`src/rtl/updown_step_sequencer.sv`:
```
// Command sequencer for a saturating up/down counter: accepts a target count and
// issues single-cycle step pulses until its internal model of the counter matches.
module updown_step_sequencer #(
    parameter int WIDTH     = 2,
    parameter int MAX_COUNT = 3,
    parameter int GAP       = 1
) (
    input  logic             clk,
    input  logic             reset,
    input  logic             tgt_valid,
    output logic             tgt_ready,
    input  logic [WIDTH-1:0] tgt_value,
    input  logic             clr_req,
    output logic             step_en,
    output logic             step_up,
    output logic             clr_out,
    output logic [WIDTH-1:0] cur_count,
    output logic             busy,
    output logic             done
);

    localparam int GW = (GAP > 1) ? $clog2(GAP) : 1;
    localparam logic [WIDTH-1:0] MAX_C    = WIDTH'(MAX_COUNT);
    localparam logic [GW-1:0]    GAP_LOAD = (GAP > 0) ? GW'(GAP - 1) : '0;

    typedef enum logic [1:0] {S_IDLE, S_STEP, S_GAP, S_DONE} state_t;

    state_t           state_reg;
    logic [WIDTH-1:0] cur_count_reg;
    logic [WIDTH-1:0] tgt_reg;
    logic [GW-1:0]    gap_cnt_reg;
    logic             step_up_reg;
    logic             clr_out_reg;

    logic [WIDTH-1:0] tgt_clamped;
    logic [WIDTH-1:0] count_next;

    // Oversized requests saturate at the counter ceiling rather than wrapping.
    always_comb begin
        tgt_clamped = (tgt_value > MAX_C) ? MAX_C : tgt_value;
        count_next  = step_up_reg ? cur_count_reg + WIDTH'(1) : cur_count_reg - WIDTH'(1);
    end

    always_ff @(posedge clk) begin
        if (reset) begin
            state_reg     <= S_IDLE;
            cur_count_reg <= '0;
            tgt_reg       <= '0;
            gap_cnt_reg   <= '0;
            step_up_reg   <= 1'b0;
            clr_out_reg   <= 1'b0;
        end else if (clr_req) begin
            // Clear aborts any sequence silently; no done pulse follows.
            state_reg     <= S_IDLE;
            cur_count_reg <= '0;
            gap_cnt_reg   <= '0;
            clr_out_reg   <= 1'b1;
        end else begin
            clr_out_reg <= 1'b0;
            case (state_reg)
                S_IDLE: begin
                    if (tgt_valid) begin
                        tgt_reg <= tgt_clamped;
                        if (tgt_clamped == cur_count_reg) begin
                            state_reg <= S_DONE;
                        end else begin
                            state_reg   <= S_STEP;
                            step_up_reg <= (tgt_clamped > cur_count_reg);
                        end
                    end
                end
                S_STEP: begin
                    cur_count_reg <= count_next;
                    if (GAP > 0) begin
                        state_reg   <= S_GAP;
                        gap_cnt_reg <= GAP_LOAD;
                    end else if (count_next != tgt_reg) begin
                        state_reg   <= S_STEP;
                        step_up_reg <= (tgt_reg > count_next);
                    end else begin
                        state_reg <= S_DONE;
                    end
                end
                S_GAP: begin
                    if (gap_cnt_reg == '0) begin
                        if (cur_count_reg != tgt_reg) begin
                            state_reg   <= S_STEP;
                            step_up_reg <= (tgt_reg > cur_count_reg);
                        end else begin
                            state_reg <= S_DONE;
                        end
                    end else begin
                        gap_cnt_reg <= gap_cnt_reg - GW'(1);
                    end
                end
                S_DONE: begin
                    state_reg <= S_IDLE;
                end
                default: begin
                    state_reg <= S_IDLE;
                end
            endcase
        end
    end

    assign tgt_ready = (state_reg == S_IDLE) && !clr_req;
    assign step_en   = (state_reg == S_STEP);
    assign step_up   = step_up_reg;
    assign clr_out   = clr_out_reg;
    assign cur_count = cur_count_reg;
    assign busy      = (state_reg == S_STEP) || (state_reg == S_GAP);
    assign done      = (state_reg == S_DONE);

endmodule

```
`config.mk`:
```
export PLATFORM = sky130hd
export DESIGN_NAME = updown_step_sequencer
export DESIGN_NICKNAME = d
export VERILOG_FILES = /design/src/rtl/updown_step_sequencer.sv
export SDC_FILE = /design/constraint.sdc
export NUM_CORES = 1
export LEC_CHECK = 0
export ABC_AREA = 0
export CORE_AREA = 3 3 40 42
export DETAILED_ROUTE_END_ITERATION = 12
export DIE_AREA = 0 0 43 45
export HOLD_SLACK_MARGIN = 0.08
export PLACE_DENSITY_LB_ADDON = 0.3
export SLEW_MARGIN = 25
export SYNTH_ARGS = -nofsm -noshare
export SYNTH_HDL_FRONTEND = slang
export SYNTH_SLANG_ARGS = --single-unit
```
`constraint.sdc`:
```
create_clock -name clk -period 3.3 [get_ports clk]
set_clock_uncertainty 0.2 [all_clocks]
set_input_delay 0.66 -clock clk [delete_from_list [all_inputs] [get_ports clk]]
set_output_delay 0.66 -clock clk [all_outputs]
set_load 0.02 [all_outputs]
```
Yosys cells after proc, flatten, opt, wreduce, memory -nomap -nowiden
Index checks and enable logic that the tools add are counted.

Add/sub/neg operators: 3. Reduce and logical (&&, ||, !) cells: 10. Equal/unequal tests: 9. Muxes and demuxes: 15. Magnitude comparators: 3. Bitwise logic cells: 1.

Operators with widths (number): 2-to-1 mux 2 bit (6); inequality test 2 bit (second input constant) (4); case mux 2 bit (4 select lines) (1); 2-to-1 mux 1 bit (6); AND reduction 6 bit (1); == test 2 bit (second input constant) (2); greater-than comparator 2 bit (2); case mux 1 bit (2 select lines) (2); nonzero test 2 bit (2); AND reduction 3 bit (1); adder 2 x 1 -> 2 bit (second input constant) (1); == test 2 x 1 -> 1 bit (second input constant) (1); == test 2 bit (1); greater-than comparator 2 bit (second input constant) (1); logical NOT 2 bit (1); inequality test 2 bit (1); AND reduction 2 bit (1); OR reduction 2 bit (1); subtractor 2 x 1 -> 2 bit (second input constant) (1); logical AND 1 bit (1); logical NOT 1 bit (1); logical OR 1 bit (1); inverter 1 bit (1); subtractor 1 bit (second input constant) (1).

Bits in registers: 9. Logic and storage cells: 47. Input bits: 6. Output and inout bits: 8.

Depth between registers and ports, before layout
Word-level depth: 6. Mapped depth: 6. Depth with buffers taken out: 6.

Worst setup path after synthesis
Ideal clock, no wire load.

Kind: input-to-output. Start point: input port clr_req. End point: output port tgt_ready. Path slack: 1.413 ns. Stages: 1. Required time: 2.440 ns. Path buffers: 0. Data arrival time: 1.027 ns. Path through: nor2b_1.

Longest elaborated chain between the ends: 2.

Ends and longest elaborated chain: start, declared (line 13) `input logic clr_req,`; logical NOT 1 bit (line 106) `assign tgt_ready = (state_reg == S_IDLE) && !clr_req;`; logical AND 1 bit (line 106); end, declared (line 11) `output logic tgt_ready,`.

Every way passes these cells.

Final worst setup path
Same ends and word-level chain as after synthesis.

==> results.yml <==
clock_tree:
  path_clk_slew_ps: 60
  htreeDepth: 1
  insertion_delay_ps: 260
  cts.path.max_buffers: 2
  cts_sinks: 8
  cts_tree: "done"
  postCtsSetupRepairBufs: 0
  cts_resized: 0
  cts_root_buffer: "clkbuf_4"
  cts-hold-fix-buffers: 0
  cts_buffers: 3
timing:
  period_share_pct: 84.2
  period_needed_ps: 2780
  maxSlewHeadroom_pct: 79.2
  slew_violations: 0
  max_freq_ghz: 0.360
  hold_viol: 0
  grt_setup_unrepaired: "no"
  setup_violations: 0
  worst_pin_slew_ps: 310
  finalSetupTns_ps: 0
status:
  status: "completed"
global_routing:
  grtUsageTotal_pct: 13.8
  grt-ovfl-total: 0
  grt_first_pass_wirelength_um: 1940
  first_global_vias: 482
  grt_max_degree: 9
  antenna_found_initial: 0
critical_path:
  critPathKind: "input port to primary output"
  endpoint_kind: "primary output"
  critical_path_arrival_ps: 1920
  crit_required_ps: 2440
  cp_max_fo: 3
  cp-start-kind: "input port"
yosys:
  yosysTopAreaCell: "dfxtp_1"
  synth_flop_cell: "dfxtp_1"
  synth_nets: 72
  postSynthAreaPerCell_um2: 8.85
  synth.most_common_cell: "ha_1"
  synth_edf_count: 0
  synth_area_leaders: "dfxtp_1 32%, ha_1 22%, nand2_1 5.2%, xnor2_1 5.2%, nor3_1 5.0%"
  ys_async_sr_fraction_pct: 0
  yosys.area.top_type_share_pct: 31.8
  synth_commonest_cells: "9 x ha_1, 8 x dfxtp_1, 7 x nand2_1, 5 x inv_1, 5 x nor3_1"
  ys_seq_elements: 8
  yosys_warnings: 0
  syn-instance-count: 57
  netlist_area_um2: 504
  synth_seq_area_share_pct: 31.8
  ys_types: 21
placement:
  portBuffers: 13
  gp_congestion: 0.751
  dpl_cell_area_um2: 661
  hpwlAfterDp_um: 882
detailed_routing:
  drtPass1Iterations: 2
  drtIter0Drc: 4
  drc: 0
  routed_wl_um: 1090
  avgViaCountPerCell: 5.10
  wl_per_cell_um: 12.2
  antenna_left: 0
  dr_total_vias: 454
worst_hold_path:
  min_path_type: "flop to flop"
power_and_ir_drop:
  clkPwrFrac_pct: 29.8
  seqPwrFrac_pct: 41.4
  p_sw_share_pct: 29.8
  vdd_drop_max_uv: 242
  p_leak_nw: 0.277
  total_power_uw: 258
  p_switching_uw: 76.8
  intPower_uw: 181
  p_comb_share_pct: 28.8
  power_density_nw_per_um2: 378
die:
  fp.dieH_um: 45
  die_x_um: 43
  core-area_um2: 1280
  start_util_pct: 39.2
  num_rows: 13
  die_area_um2: 1940
  io_pins: 14
layout:
  drive_gt1_share_pct: 9.46
  fin_area_um2: 683
  fillers: 129
  area_growth_syn_to_layout_pct: 35.5
  nNetsFinal: 91
  fin_util_pct: 53.2
  diodes: 0
flow_run:
  cap_violations: 0
## cell type report
class | instances | area, µm² | area share (%)
flip-flops and latches | 8 | 160 | 23.4
repair buffers | 14 | 138 | 20.1
well taps | 15 | 18.8 | 2.75
clock buffers | 3 | 22.5 | 3.30
multi-input cells | 43 | 322 | 47.1
inverters | 6 | 22.5 | 3.30
## worst paths after layout
| path | from | endpoint | slack (ps) | depth (start not counted) |
|---|---|---|---|---|
| worst max-delay path | clr_req | tgt_ready | 520 | 3 |
| worst min-delay path | tgt_reg[1] | tgt_reg[1] | 270 | 2 |
| worst min register to register | tgt_reg[1] | tgt_reg[1] | 270 | 2 |
| worst max register to register | state_reg[0] | step_up | 1500 | 6 |
## cell usage in the layout, fill, tap and decap left out, drive strengths merged
cell type	Yosys	routed
a2111oi	1	1
a211o	1	1
a211oi	1	1
a21oi	3	3
a311oi	1	1
a31oi	1	1
and3	1	1
buf	0	1
clkbuf	0	3
clkdlybuf4s50	0	13
dfxtp	8	8
ha	9	9
inv	6	6
mux2i	1	1
nand2	7	7
nand3	1	1
nor2	2	2
nor2b	4	4
nor3	5	5
o21ai	1	1
o22a	1	1
xnor2	3	3
## per-stage QoR
step / setup slack, ps / std cells / hold slack [ps]
finish: 520 / 89 / 275
detailed placement: 516 / 86 / 274
global placement: 556 / 86 / 256
CTS: 517 / 89 / 283
floorplan: 1410 / 57 / 234
global route: 457 / 89 / 320
## worst max-delay path: stages
cell and delay [ps]:
clkdlybuf4s50_1 420, nor2b_1 200, clkdlybuf4s50_1 640
## cell families after synthesis
| logic type | share of synthesized area, % |
|---|---|
| xor gates and xnor gates | 5.21 |
| and+or+nand+nor | 19.4 |
| muxes | 1.99 |
| DFF | 31.8 |
| adders and majority gates | 22.3 |
| buffers and inverters | 4.47 |
| AOI/OAI and AO/OA | 14.9 |
## power by group through the flow
| stage | clock network [mW] | registers [mW] | logic [mW] |
|---|---|---|---|
| floorplan | 0 | 0.112 | 0.0423 |
| global placement | 0 | 0.109 | 0.0734 |
| detailed placement | 0 | 0.109 | 0.0742 |
| CTS | 0.0801 | 0.107 | 0.0747 |
| global route | 0.0864 | 0.108 | 0.0832 |
| finish | 0.0768 | 0.107 | 0.0743 |
## per-layer routing
| metal | vias to the layer above | routed length (µm) | GRT usage, % |
|---|---|---|---|
| met1 | 203 | 488 | 16.0 |
| met4 | 0 | 10 | 6.02 |
| li1 | 238 | - | - |
| met3 | 2 | 68 | 6.37 |
| met5 | - | 0 | 0 |
| met2 | 11 | 518 | 21.9 |
No activity file was read; power rests on OpenSTA's default activity.
